$ cat config.mk
export PLATFORM = sky130hd
export DESIGN_NAME = mux16_sel_arbiter_flat
export DESIGN_NICKNAME = d
export VERILOG_FILES = /design/src/rtl/mux16_sel_arbiter_if.sv /design/src/rtl/mux16_sel_arbiter.sv /design/src/flat_wrapper.sv
export SDC_FILE = /design/constraint.sdc
export NUM_CORES = 1
export LEC_CHECK = 0
export ABC_AREA = 1
export CAP_MARGIN = 10
export CORE_MARGIN = 2
export CORE_UTILIZATION = 62
export DETAILED_ROUTE_END_ITERATION = 7
export PLACE_DENSITY_LB_ADDON = 0.05
export SYNTH_ARGS = -nofsm -noshare
export SYNTH_HDL_FRONTEND = slang
export SYNTH_SLANG_ARGS = --single-unit
export TNS_END_PERCENT = 30
$ cat constraint.sdc
create_clock -name clock -period 4.1 [get_ports clock]
set_input_delay 0.41 -clock clock [delete_from_list [all_inputs] [get_ports clock]]
set_output_delay 0.41 -clock clock [all_outputs]
set_load 0.03 [all_outputs]
$ cat src/rtl/mux16_sel_arbiter_if.sv
// Request/select handshake between the 16 sources, the arbiter and the mux consumer.
// master = arbiter side (drives sel/valid/grant/timeout), slave = environment side.
interface mux16_sel_arbiter_if;
    logic [15:0] req;
    logic        ready;
    logic [3:0]  sel;
    logic        valid;
    logic [15:0] grant;
    logic        timeout;

    modport master (
        input  req,
        input  ready,
        output sel,
        output valid,
        output grant,
        output timeout
    );

    modport slave (
        output req,
        output ready,
        input  sel,
        input  valid,
        input  grant,
        input  timeout
    );
endinterface

$ cat src/rtl/mux16_sel_arbiter.sv
// Round-robin 16-source select arbiter for the 16:1 word mux; req to valid in 1 cycle.
// sel/grant held while ready is low; a stall of TIMEOUT cycles forces a hand-over.
module mux16_sel_arbiter #(
    parameter int TIMEOUT = 255,
    parameter int CW      = 8
) (
    input  logic                 clock,
    input  logic                 reset_n,
    mux16_sel_arbiter_if.master  bus
);

    typedef enum logic {IDLE, GRANT} state_t;

    localparam logic [CW-1:0] CNT_LAST = CW'(TIMEOUT - 1);
    localparam logic [CW-1:0] CNT_MAX  = {CW{1'b1}};

    state_t        state_q;
    logic [3:0]    sel_q;
    logic [3:0]    ptr_q;
    logic          valid_q;
    logic          timeout_q;
    logic [15:0]   grant_q;
    logic [CW-1:0] cnt_q;

    logic          stall_to;
    logic          done;
    logic [3:0]    ptr_d;
    logic [15:0]   next_req;
    logic [3:0]    pick_idle;
    logic [3:0]    pick_next;

    // First requester found scanning upward from p, wrapping through 15 back to 0.
    function automatic logic [3:0] win(input logic [15:0] v, input logic [3:0] p);
        logic [3:0] res;
        logic [3:0] idx;
        logic       found;
        res   = p;
        found = 1'b0;
        for (int k = 0; k < 16; k++) begin
            idx = p + 4'(k);
            if (v[idx] && !found) begin
                res   = idx;
                found = 1'b1;
            end
        end
        return res;
    endfunction

    always_comb begin
        stall_to  = (TIMEOUT != 0) && !bus.ready && (cnt_q == CNT_LAST);
        done      = bus.ready || stall_to;
        ptr_d     = sel_q + 4'd1;
        next_req  = bus.req & ~grant_q;
        pick_idle = win(bus.req, ptr_q);
        pick_next = win(next_req, ptr_d);
    end

    always_ff @(posedge clock or negedge reset_n) begin
        if (!reset_n) begin
            state_q   <= IDLE;
            sel_q     <= 4'd0;
            ptr_q     <= 4'd0;
            valid_q   <= 1'b0;
            timeout_q <= 1'b0;
            grant_q   <= 16'd0;
            cnt_q     <= '0;
        end else begin
            case (state_q)
                IDLE: begin
                    timeout_q <= 1'b0;
                    if (|bus.req) begin
                        state_q <= GRANT;
                        sel_q   <= pick_idle;
                        grant_q <= 16'(1) << pick_idle;
                        valid_q <= 1'b1;
                        cnt_q   <= '0;
                    end else begin
                        valid_q <= 1'b0;
                        grant_q <= 16'd0;
                    end
                end
                GRANT: begin
                    // A timeout hand-over follows exactly the same path as a real accept.
                    if (done) begin
                        ptr_q     <= ptr_d;
                        timeout_q <= stall_to;
                        if (|next_req) begin
                            sel_q   <= pick_next;
                            grant_q <= 16'(1) << pick_next;
                            cnt_q   <= '0;
                        end else begin
                            state_q <= IDLE;
                            valid_q <= 1'b0;
                            grant_q <= 16'd0;
                        end
                    end else begin
                        timeout_q <= 1'b0;
                        if (cnt_q != CNT_MAX) begin
                            cnt_q <= cnt_q + CW'(1);
                        end
                    end
                end
                default: state_q <= IDLE;
            endcase
        end
    end

    assign bus.sel     = sel_q;
    assign bus.valid   = valid_q;
    assign bus.grant   = grant_q;
    assign bus.timeout = timeout_q;

endmodule

$ cat src/flat_wrapper.sv
// flat-port wrapper written by rule: the top's interface ports become plain ports
module mux16_sel_arbiter_flat 
#(
    parameter int TIMEOUT = 255,
    parameter int CW      = 8
)
  (clock, reset_n, bus_req, bus_ready, bus_sel, bus_valid, bus_grant, bus_timeout);
  mux16_sel_arbiter_if bus_i ();
  input  logic clock;
  input  logic reset_n;
  input wire logic [$bits(bus_i.req)-1:0] bus_req;
  input wire logic [$bits(bus_i.ready)-1:0] bus_ready;
  output wire logic [$bits(bus_i.sel)-1:0] bus_sel;
  output wire logic [$bits(bus_i.valid)-1:0] bus_valid;
  output wire logic [$bits(bus_i.grant)-1:0] bus_grant;
  output wire logic [$bits(bus_i.timeout)-1:0] bus_timeout;
  assign bus_i.req = bus_req;
  assign bus_i.ready = bus_ready;
  assign bus_sel = bus_i.sel;
  assign bus_valid = bus_i.valid;
  assign bus_grant = bus_i.grant;
  assign bus_timeout = bus_i.timeout;
  mux16_sel_arbiter #(.TIMEOUT(TIMEOUT), .CW(CW)) u_core (.clock(clock), .reset_n(reset_n), .bus(bus_i));
endmodule
==> results.yml <==
global_routing:
  grt_overflow_total: 0
  antenna_found_initial: 0
  grt_max_degree: 36
  grt_pass1_vias: 6831
  track_usage_pct: 39.15
  grt_pass1_wl_um: 34340
yosys:
  synth_seq_cells: 35
  synth_area_leaders: "nand2_1 (25%), nand3_1 (18%), dfrtp_1 (14%)"
  synth_area_leader_cell: "nand2_1"
  yosys_warnings: 0
  synth-edff-count: 0
  syn-num-nets: 1154
  syn-cell-area_um2: 6180
  ys_seq_area_share_pct: 14.17
  ys.flop_type: "dfrtp_1"
  synth_top_area_share_pct: 24.66
  synth.distinct_cells: 49
  avgSynthCellArea_um2: 5.498
  postSynthCellCount: 1124
  async_flop_share_pct: 100.0
status:
  status: "complete, no violations"
timing:
  tightestPinTransition_ns: 0.8062
  slew-limit-headroom_pct: 46.26
  fin_tns_setup_ns: 0
  finalHoldViolCount: 0
  timing.final.crit_share_pct: 94.64
  drv_slew: 0
  setup_viol_count_final: 0
  fin_crit_ns: 3.880
  clock_skew_ns: 0.003300
  fmax_mhz: 257.7
finish:
  multi_input_area_um2: 4786
  fill_cells: 889
  seq_area_um2: 878.3
  area_growth_pct: 16.28
  diodes: 0
  drive_above_1_share_pct: 14.84
  fin_nets: 1215
die:
  ios: 41
  start_util_pct: 63.52
  die_area_um2: 10780
  coreArea_um2: 9729
  die_h_um: 103.8
  die_w_um: 103.8
  rows: 36
clocking:
  cts_buffer_depth: 2
  clock_sinks: 35
  clk_latency_ns: 0.28
  clockRootBuffer: "clkbuf_8"
  htree_levels: 2
  path_clk_slew_ns: 0.07
  cts_made_buffers: 5
  tritoncts: "yes"
  cts_hold_buf: 0
setup_path:
  max_stage_delay_ns: 0.47
  cp_max_fo: 9
  slowest_stage: "dfrtp_1"
  endpoint_kind: "register"
  worstSetupStartpointType: "register"
  crit_path_frequent_cell: "nand2_1"
  critPathArrivalTime_ns: 4.11
  path_class: "reg2reg"
  cp_data_required_time_ns: 4.33
route:
  drtAntennaViolNets: 0
  first_pass_iters: 8
  drcViolationCount: 0
  drt_iter0_drc: 976
  via_per_inst: 5.900
  routedWlPerCell_um: 16.31
  vias: 7782
  wl_um: 21520
place:
  gp_congestion: 1.045
  dp_hpwl_um: 16720
  io_buffer_count: 40
min_path:
  hold_path_class: "in2async"
flow_run:
  maxCapViolations: 0
-- area by class of cell --
type                    instances  share of cell area, %
clock buffers                   7                  1.062
clock inverters                 1                0.06965
inverters                     145                  7.662
multi-input cells             918                  66.60
flip-flops and latches         35                  12.22
well taps                     133                  2.316
repair buffers                 80                  10.06
-- critical path, delay by kind of cell (launching register included) --
family,cells,cell delay (ns)
and+or+nand+nor,19,2.27
buffers and inverters,4,0.60
DFF,1,0.47
xor gates and xnor gates,1,0.32
AOI/OAI and AO/OA,1,0.15
-- registers in the layout, summed over array words and instances, names as in the netlist --
signal and cells:
u_core.cnt_q 8, u_core.bus.timeout 1, u_core.bus.valid 1, u_core.bus.grant 16, u_core.state_q 1, u_core.ptr_q 4
u_core.bus.sel 4
-- logic make-up (layout without fill, tap and decap cells) --
family          count (synthesis)  in the layout  share of synthesized area (%)
simple gates                  794            795                          59.81
buf+inv                       172            233                          11.97
compound gates                 97             97                          9.091
flops                          35             35                          14.17
xor+xnor                       15             15                          2.733
fa+ha+maj                      11             11                          2.227
-- cells in the final DEF (no fill, tap or decap), drive strengths merged --
cell type,synthesis,routed
nand2,439,440
o21ai,47,47
nand3,224,224
clkinvlp,0,1
inv,140,139
o31ai,1,1
nor3,9,9
nor3b,1,1
a21oi,33,33
or2,1,1
xor2,12,12
or4,1,1
o22ai,1,1
dfrtp,35,35
a31oi,6,6
a21o,1,1
nor2,75,75
buf,24,41
clkdlybuf4s50,0,39
clkbuf,3,7
nand4,36,36
clkinv,5,6
xnor2,3,3
a22o,1,1
o2111ai,1,1
o21a,1,1
nand3b,6,6
nor4,1,1
ha,11,11
a221oi,2,2
and2,1,1
a211oi,1,1
o211ai,2,2
-- metal layers --
| layer | up-vias | share of wire (%) | GRT usage, % | wire length, um |
|---|---|---|---|---|
| li1 | 3783 | - | - | - |
| met1 | 3428 | 42 | 55.68 | 9060 |
| met2 | 506 | 42 | 57.42 | 8987 |
| met3 | 65 | 13 | 11.45 | 2827 |
| met4 | 0 | 3.0 | 11.29 | 642 |
| met5 | - | 0 | 0 | 0 |
-- Yosys cell counts, types with 3 or more instances --
| library cell | number |
|---|---|
| a21oi_1 | 26 |
| a21oi_2 | 7 |
| a31oi_1 | 6 |
| buf_2 | 12 |
| buf_4 | 3 |
| buf_6 | 9 |
| clkbuf_1 | 3 |
| clkinv_1 | 5 |
| dfrtp_1 | 35 |
| ha_1 | 11 |
| inv_1 | 122 |
| inv_2 | 18 |
| nand2_1 | 406 |
| nand2_2 | 29 |
| nand2_4 | 4 |
| nand3_1 | 217 |
| nand3_2 | 6 |
| nand3b_1 | 6 |
| nand4_1 | 31 |
| nand4_4 | 3 |
| nor2_1 | 61 |
| nor2_2 | 8 |
| nor2_4 | 4 |
| nor3_1 | 8 |
| o21ai_0 | 42 |
| o21ai_1 | 4 |
| xor2_1 | 9 |
| xor2_2 | 3 |
-- repair_timing --
| action | 4_1_cts | 5_1_grt |
|---|---|---|
| setup endpoints to repair | 0 | 19 |
| gates resized for setup | 0 | 53 |
| buffers inserted | 0 | 6 |
-- path summary, 6_finish.rpt --
path                             startpoint              endpoint  slack [ns]  cells after the start
min in group clock         u_core.bus.valid      u_core.bus.valid        0.49                      2
setup / recovery            u_core.ptr_q[2]  u_core.bus.grant[14]        0.22                     25
max in group asynchronous           reset_n       u_core.ptr_q[0]        3.33                      1
setup reg to reg            u_core.ptr_q[2]  u_core.bus.grant[14]        0.22                     25
hold / removal                      reset_n     u_core.bus.sel[3]        0.21                      1
hold reg to reg            u_core.bus.valid      u_core.bus.valid        0.49                      2
-- through the flow --
stage	instance area (um^2)	cells	hold WS, ns	setup slack, ns	utilization (%)
finish	7186	1319	0.2142	0.2198	73.86
global route	7186	1319	0.2819	-0.01770	73.86
CTS	6883	1312	0.2323	0.2003	70.74
detailed placement	6802	1304	0.4614	0.1639	69.91
global placement	6802	1304	0.4639	0.1407	69.91
floorplan	6180	1124	0.1144	0.3029	-
Power is not shown: default switching activity piles up to over one toggle a cycle in this logic, so the estimate is an artifact.
